### src/rtl/mem_port_arbiter_if.sv
// Signal bundle for the shared memory port: fetch requester, data requester and memory macro.
// The arbiter uses the slave view; the surrounding pipeline and memory use the master view.
interface mem_port_arbiter_if #(
    parameter int AW = 32,
    parameter int DW = 32
);
    logic          if_req;
    logic [AW-1:0] if_addr;
    logic          if_valid;
    logic [DW-1:0] if_rdata;

    logic          dm_req;
    logic          dm_we;
    logic [AW-1:0] dm_addr;
    logic [DW-1:0] dm_wdata;
    logic          dm_valid;
    logic [DW-1:0] dm_rdata;

    logic          mem_en;
    logic          mem_we;
    logic [AW-1:0] mem_addr;
    logic [DW-1:0] mem_wdata;
    logic [DW-1:0] mem_rdata;

    logic          stall;

    modport slave (
        input  if_req, if_addr,
        input  dm_req, dm_we, dm_addr, dm_wdata,
        input  mem_rdata,
        output if_valid, if_rdata,
        output dm_valid, dm_rdata,
        output mem_en, mem_we, mem_addr, mem_wdata,
        output stall
    );

    modport master (
        output if_req, if_addr,
        output dm_req, dm_we, dm_addr, dm_wdata,
        output mem_rdata,
        input  if_valid, if_rdata,
        input  dm_valid, dm_rdata,
        input  mem_en, mem_we, mem_addr, mem_wdata,
        input  stall
    );
endinterface

### src/rtl/mem_port_arbiter.sv
// Round-robin arbiter sharing one memory port between instruction fetch and data memory.
// One transaction at a time: grant -> ACCESS (mem_en) -> WAIT (read latency) -> DONE (valid pulse).
module mem_port_arbiter #(
    parameter int AW  = 32,
    parameter int DW  = 32,
    parameter int LAT = 2
) (
    input  logic               clk,
    input  logic               rst_n,
    mem_port_arbiter_if.slave  bus
);

    typedef enum logic [1:0] {
        ST_IDLE,
        ST_ACCESS,
        ST_WAIT,
        ST_DONE
    } state_t;

    typedef enum logic {
        REQ_IF = 1'b0,
        REQ_DM = 1'b1
    } req_t;

    localparam logic [3:0] LAT_CNT = 4'(LAT);

    state_t        r_state;
    state_t        w_state_next;
    req_t          r_last_grant;
    req_t          w_winner;

    logic          w_if_elig;
    logic          w_dm_elig;
    logic          w_grant;
    logic          w_store_done;
    logic          w_load_cnt;
    logic          w_capture;

    logic [3:0]    r_cnt;
    logic          r_mem_en;
    logic          r_mem_we;
    logic [AW-1:0] r_mem_addr;
    logic [DW-1:0] r_mem_wdata;
    logic          r_if_valid;
    logic          r_dm_valid;
    logic [DW-1:0] r_if_rdata;
    logic [DW-1:0] r_dm_rdata;

    // NOTE: reset is sampled on the rising edge only; there is no asynchronous path.
    always_ff @(posedge clk) begin
        if (!rst_n) begin
            r_state <= ST_IDLE;
        end else begin
            r_state <= w_state_next;
        end
    end

    always_comb begin
        // NOTE: every signal written here gets a default first so no path can infer a latch.
        w_state_next = r_state;
        w_grant      = 1'b0;
        w_store_done = 1'b0;
        w_load_cnt   = 1'b0;
        w_capture    = 1'b0;
        w_winner     = REQ_DM;

        // The requester completing this cycle is masked so a held req starts fresh next cycle.
        w_if_elig = bus.if_req & ~r_if_valid;
        w_dm_elig = bus.dm_req & ~r_dm_valid;

        if (w_if_elig && w_dm_elig) begin
            w_winner = (r_last_grant == REQ_IF) ? REQ_DM : REQ_IF;
        end else if (w_if_elig) begin
            w_winner = REQ_IF;
        end

        unique case (r_state)
            ST_IDLE, ST_DONE: begin
                if (w_if_elig || w_dm_elig) begin
                    w_grant      = 1'b1;
                    w_state_next = ST_ACCESS;
                end else begin
                    w_state_next = ST_IDLE;
                end
            end
            ST_ACCESS: begin
                if (r_mem_we) begin
                    w_store_done = 1'b1;
                    w_state_next = ST_DONE;
                end else begin
                    w_load_cnt   = 1'b1;
                    w_state_next = ST_WAIT;
                end
            end
            ST_WAIT: begin
                if (r_cnt == 4'd1) begin
                    w_capture    = 1'b1;
                    w_state_next = ST_DONE;
                end
            end
            default: w_state_next = ST_IDLE;
        endcase
    end

    // NOTE: all state below uses non-blocking assignments so every register sees pre-edge values.
    always_ff @(posedge clk) begin
        if (!rst_n) begin
            r_last_grant <= REQ_IF;
            r_cnt        <= 4'd0;
            r_mem_en     <= 1'b0;
            r_mem_we     <= 1'b0;
            r_mem_addr   <= '0;
            r_mem_wdata  <= '0;
            r_if_valid   <= 1'b0;
            r_dm_valid   <= 1'b0;
            r_if_rdata   <= '0;
            r_dm_rdata   <= '0;
        end else begin
            r_mem_en <= w_grant;
            r_mem_we <= w_grant && (w_winner == REQ_DM) && bus.dm_we;

            if (w_grant) begin
                r_last_grant <= w_winner;
                r_mem_addr   <= (w_winner == REQ_DM) ? bus.dm_addr : bus.if_addr;
                if (w_winner == REQ_DM) begin
                    r_mem_wdata <= bus.dm_wdata;
                end
            end

            if (w_load_cnt) begin
                r_cnt <= LAT_CNT;
            end else if (r_state == ST_WAIT) begin
                r_cnt <= r_cnt - 4'd1;
            end

            // r_last_grant still names the owner of the transaction in flight.
            r_if_valid <= w_capture && (r_last_grant == REQ_IF);
            r_dm_valid <= w_store_done || (w_capture && (r_last_grant == REQ_DM));

            if (w_capture && (r_last_grant == REQ_IF)) begin
                r_if_rdata <= bus.mem_rdata;
            end
            if (w_capture && (r_last_grant == REQ_DM)) begin
                r_dm_rdata <= bus.mem_rdata;
            end
        end
    end

    assign bus.mem_en    = r_mem_en;
    assign bus.mem_we    = r_mem_we;
    assign bus.mem_addr  = r_mem_addr;
    assign bus.mem_wdata = r_mem_wdata;
    assign bus.if_valid  = r_if_valid;
    assign bus.if_rdata  = r_if_rdata;
    assign bus.dm_valid  = r_dm_valid;
    assign bus.dm_rdata  = r_dm_rdata;
    assign bus.stall     = (bus.if_req & ~r_if_valid) | (bus.dm_req & ~r_dm_valid);

endmodule

### src/flat_wrapper.sv
// flat-port wrapper written by rule: the top's interface ports become plain ports
module mem_port_arbiter_flat 
#(
    parameter int AW  = 32,
    parameter int DW  = 32,
    parameter int LAT = 2
)
  (clk, rst_n, bus_if_req, bus_if_addr, bus_dm_req, bus_dm_we, bus_dm_addr, bus_dm_wdata, bus_mem_rdata, bus_if_valid, bus_if_rdata, bus_dm_valid, bus_dm_rdata, bus_mem_en, bus_mem_we, bus_mem_addr, bus_mem_wdata, bus_stall);
  mem_port_arbiter_if #(.AW(AW), .DW(DW)) bus_i ();
  input  logic clk;
  input  logic rst_n;
  input wire logic [$bits(bus_i.if_req)-1:0] bus_if_req;
  input wire logic [$bits(bus_i.if_addr)-1:0] bus_if_addr;
  input wire logic [$bits(bus_i.dm_req)-1:0] bus_dm_req;
  input wire logic [$bits(bus_i.dm_we)-1:0] bus_dm_we;
  input wire logic [$bits(bus_i.dm_addr)-1:0] bus_dm_addr;
  input wire logic [$bits(bus_i.dm_wdata)-1:0] bus_dm_wdata;
  input wire logic [$bits(bus_i.mem_rdata)-1:0] bus_mem_rdata;
  output wire logic [$bits(bus_i.if_valid)-1:0] bus_if_valid;
  output wire logic [$bits(bus_i.if_rdata)-1:0] bus_if_rdata;
  output wire logic [$bits(bus_i.dm_valid)-1:0] bus_dm_valid;
  output wire logic [$bits(bus_i.dm_rdata)-1:0] bus_dm_rdata;
  output wire logic [$bits(bus_i.mem_en)-1:0] bus_mem_en;
  output wire logic [$bits(bus_i.mem_we)-1:0] bus_mem_we;
  output wire logic [$bits(bus_i.mem_addr)-1:0] bus_mem_addr;
  output wire logic [$bits(bus_i.mem_wdata)-1:0] bus_mem_wdata;
  output wire logic [$bits(bus_i.stall)-1:0] bus_stall;
  assign bus_i.if_req = bus_if_req;
  assign bus_i.if_addr = bus_if_addr;
  assign bus_i.dm_req = bus_dm_req;
  assign bus_i.dm_we = bus_dm_we;
  assign bus_i.dm_addr = bus_dm_addr;
  assign bus_i.dm_wdata = bus_dm_wdata;
  assign bus_i.mem_rdata = bus_mem_rdata;
  assign bus_if_valid = bus_i.if_valid;
  assign bus_if_rdata = bus_i.if_rdata;
  assign bus_dm_valid = bus_i.dm_valid;
  assign bus_dm_rdata = bus_i.dm_rdata;
  assign bus_mem_en = bus_i.mem_en;
  assign bus_mem_we = bus_i.mem_we;
  assign bus_mem_addr = bus_i.mem_addr;
  assign bus_mem_wdata = bus_i.mem_wdata;
  assign bus_stall = bus_i.stall;
  mem_port_arbiter #(.AW(AW), .DW(DW), .LAT(LAT)) u_core (.clk(clk), .rst_n(rst_n), .bus(bus_i));
endmodule
### config.mk
export PLATFORM = sky130hd
export DESIGN_NAME = mem_port_arbiter_flat
export DESIGN_NICKNAME = d
export VERILOG_FILES = /design/src/rtl/mem_port_arbiter_if.sv /design/src/rtl/mem_port_arbiter.sv /design/src/flat_wrapper.sv
export SDC_FILE = /design/constraint.sdc
export NUM_CORES = 1
export LEC_CHECK = 0
export ABC_AREA = 1
export CELL_PAD_IN_SITES_DETAIL_PLACEMENT = 1
export CELL_PAD_IN_SITES_GLOBAL_PLACEMENT = 2
export CORE_MARGIN = 1.5
export CORE_UTILIZATION = 20
export CTS_CLUSTER_DIAMETER = 30
export DETAILED_ROUTE_END_ITERATION = 10
export GPL_TIMING_DRIVEN = 0
export PLACE_DENSITY_LB_ADDON = 0.1
export REMOVE_ABC_BUFFERS = 1
export SLEW_MARGIN = 40
export SYNTH_ARGS = -nofsm -noshare
export SYNTH_HDL_FRONTEND = slang
export SYNTH_SLANG_ARGS = --single-unit
### constraint.sdc
create_clock -name clk -period 1.7 [get_ports clk]
set_input_delay 0.255 -clock clk [delete_from_list [all_inputs] [get_ports clk]]
set_output_delay 0.255 -clock clk [all_outputs]
set_load 0.02 [all_outputs]
==> results.cfg <==
[final_layout]
area_delta_synth_final_pct = 69.2
fin_area_sq_mm = 0.0102
fin_util = 0.343
nFillCells = 3562
final_nets = 1238
drive_gt1_frac = 0.0781

[synthesis]
synth_area_sq_mm = 0.00601
syn-mean-instance-area_sq_um = 7.09
ys_warn_count = 0
ys_seq_area_frac = 0.463
synth_cell_type_count = 24
netlist_top_cells_area = dfxtp_1 (46%), nor2_1 (11%), nand2_1 (9.1%)
netlist_instances = 848
synth_top_area_frac = 0.463
synth-seq-cells = 139
synth_largest_area_cell = dfxtp_1

[route]
drt_iter0_markers = 200
drc = 0
vias = 6405
final_antenna_net_count = 0
firstDrtPassIters = 4
vias_per_cell = 4.26
drt_wl_total_mm = 26.2
routedWlPerCell_um = 17.4

[floorplanning]
die_w_um = 176
initial_core_util = 0.203
ioPinCount = 266
die_h_um = 176
fp.dieArea_sq_mm = 0.0311
coreArea_sq_mm = 0.0296
fp-row-count = 63

[grt]
track_usage = 0.166
grt_pass1_wl_mm = 38.9
grt_pass1_vias = 6483
overflow = 0
grt_max_degree = 60
antenna_found_initial = 1

[setup_path]
critPathLaunchType = flop
worstSetupPathType = reg -> out
critPathCaptureType = output port
critPathBufInv = 1
cpPeakStageDelay_ns = 0.64
slowest_stage = clkdlybuf4s50_1
path_delay_family = buffers and inverters
cp_cell_sequence = clkdlybuf4s50_1
r2r_cells = 8
cp.depth = 1
cp.required_ns = 1.44
cp_max_fo = 2
arrival_ns = 1.40

[sta]
whs_ns = 0.243
hold_viol = 0
setup_viol = 0
fmax_ghz = 0.606
worst_clock_skew_ns = 0.0180
worst_slack_ns = 0.0495
period_minus_slack_ns = 1.65
worst_pin_slew_ns = 0.469
min_period_over_period = 0.971
relSlewSlack = 0.687
slew_viol_final = 0

[clock_tree]
cts.sinks = 139
cts-root-buf = clkbuf_16
cts_max_level = 4
path_clk_slew_ns = 0.07
cts_buffer_depth = 2
insertion_delay_ns = 0.43
cts_tree = yes
cts_buffers = 17

[pwr]
powerDensity_mw_per_mm2 = 1510
finalPower_mw = 15.3
ir_drop_v = 0.000648
leakage_nw = 4.95

[outcome]
status = completed

[place]
pre_cts_ws_ns = -1.68
gp_congestion = 0.689
placed_area_sq_mm = 0.00892
portBuffers = 265
hpwl_mm = 15.2

[worst_hold_path]
hold_depth = 3
hold_path_class = in -> reg

[run]
maxCapViolations = 0
## per-stage QoR
| step | instances | setup TNS, ns |
|---|---|---|
| after floorplan | 784 | -149.76 |
| after global placement | 1439 | -429.13 |
| after detailed placement | 1444 | -108.76 |
| after CTS | 1493 | 0 |
| after global routing | 1504 | -0.0121 |
| final | 1505 | 0 |
## logic make-up after synthesis
group	count (synthesis)	synth area share
AND/OR/NAND/NOR	456	0.328
buffers and inverters	145	0.115
flip-flops	139	0.463
AO/OA/AOI/OAI	104	0.0866
adder cells (fa/ha/maj)	4	0.00833
## flip-flops by register name, indices dropped and copies added, names as in the netlist
| name | flops |
|---|---|
| u_core.bus.dm_rdata | 32 |
| u_core.bus.if_rdata | 32 |
| u_core.bus.mem_addr | 32 |
| u_core.bus.mem_wdata | 32 |
| u_core.r_cnt | 4 |
| u_core.r_state | 2 |
| u_core.bus.dm_valid | 1 |
| u_core.bus.if_valid | 1 |
| u_core.bus.mem_en | 1 |
| u_core.bus.mem_we | 1 |
| u_core.r_last_grant | 1 |
## timing repair
item,in CTS,in global routing
setup buffers,12,8
cloned,6,3
endpoints found under the setup margin,138,167
pin swaps,6,3
gates resized for setup,40,64
hold buffers,0,0
## Yosys cell counts
master,instances
a21oi_1,70
buf_1,8
buf_2,13
buf_4,3
buf_6,15
clkbuf_1,24
clkbuf_2,1
dfxtp_1,139
ha_1,4
inv_1,76
inv_2,4
inv_4,1
nand2_1,146
nand2_2,1
nand2_4,2
nand3_1,99
nand3_4,1
nand4_1,32
nor2_1,171
nor2_2,1
nor2_8,1
nor3_1,2
o21ai_0,31
o21ai_1,3
## per-layer routing
metal	vias to the layer above	track usage	part of all wire
li1	3228	-	-
met4	0	0.0374	0.012
met1	2995	0.204	0.44
met3	20	0.0670	0.080
met2	162	0.271	0.46
met5	-	0	0
## area by class of cell
class / instances / area, sq um / area share
clock buffer: 17 / 425 / 0.0418
tap: 390 / 488 / 0.0480
clock inverter: 15 / 204 / 0.0201
multi-input combinational: 569 / 2700 / 0.266
timing repair inverter: 2 / 20.0 / 0.00197
sequential: 139 / 2790 / 0.274
inverter: 81 / 379 / 0.0373
antenna: 1 / 2.50 / 0.000246
timing repair buffer: 291 / 3160 / 0.311
## worst paths after layout
check	from	to	slack, ns
setup / recovery	u_core.bus.dm_rdata[15]	bus_dm_rdata[15]	0.05
hold / removal	rst_n	u_core.bus.mem_wdata[25]	0.24
setup reg to reg	u_core.r_last_grant	u_core.bus.mem_wdata[10]	0.13
hold reg to reg	u_core.bus.dm_rdata[26]	u_core.bus.dm_rdata[26]	0.46
## where the power goes
part / total, mW / internal (mW) / switching (mW)
Combinational: 6.90 / 2.78 / 4.12
Sequential: 4.39 / 4.01 / 0.382
Clock: 4.03 / 2.26 / 1.78
## placed cells by master (no fill, tap or decap), types with 2 or more instances in the layout
cell type and n:
clkdlybuf4s50_1 199, nor2_1 171, nand2_1 142, dfxtp_1 138
nand3_1 98, inv_1 74, a21oi_1 70, dlymetal6s2s_1 58
nand4_1 32, o21ai_0 31, clkbuf_16 19, buf_4 15
nand2_8 6, dlygate4sd2_1 6, inv_6 5, inv_8 5
buf_12 5, nand2_4 4, o21ai_1 3, ha_1 3
clkinv_8 3, nand3_2 2, nor2_4 2, inv_12 2
nor3_1 2, bufinv_16 2, clkinvlp_4 2, buf_16 2
buf_8 2
Power figures use the tool's default switching activity.
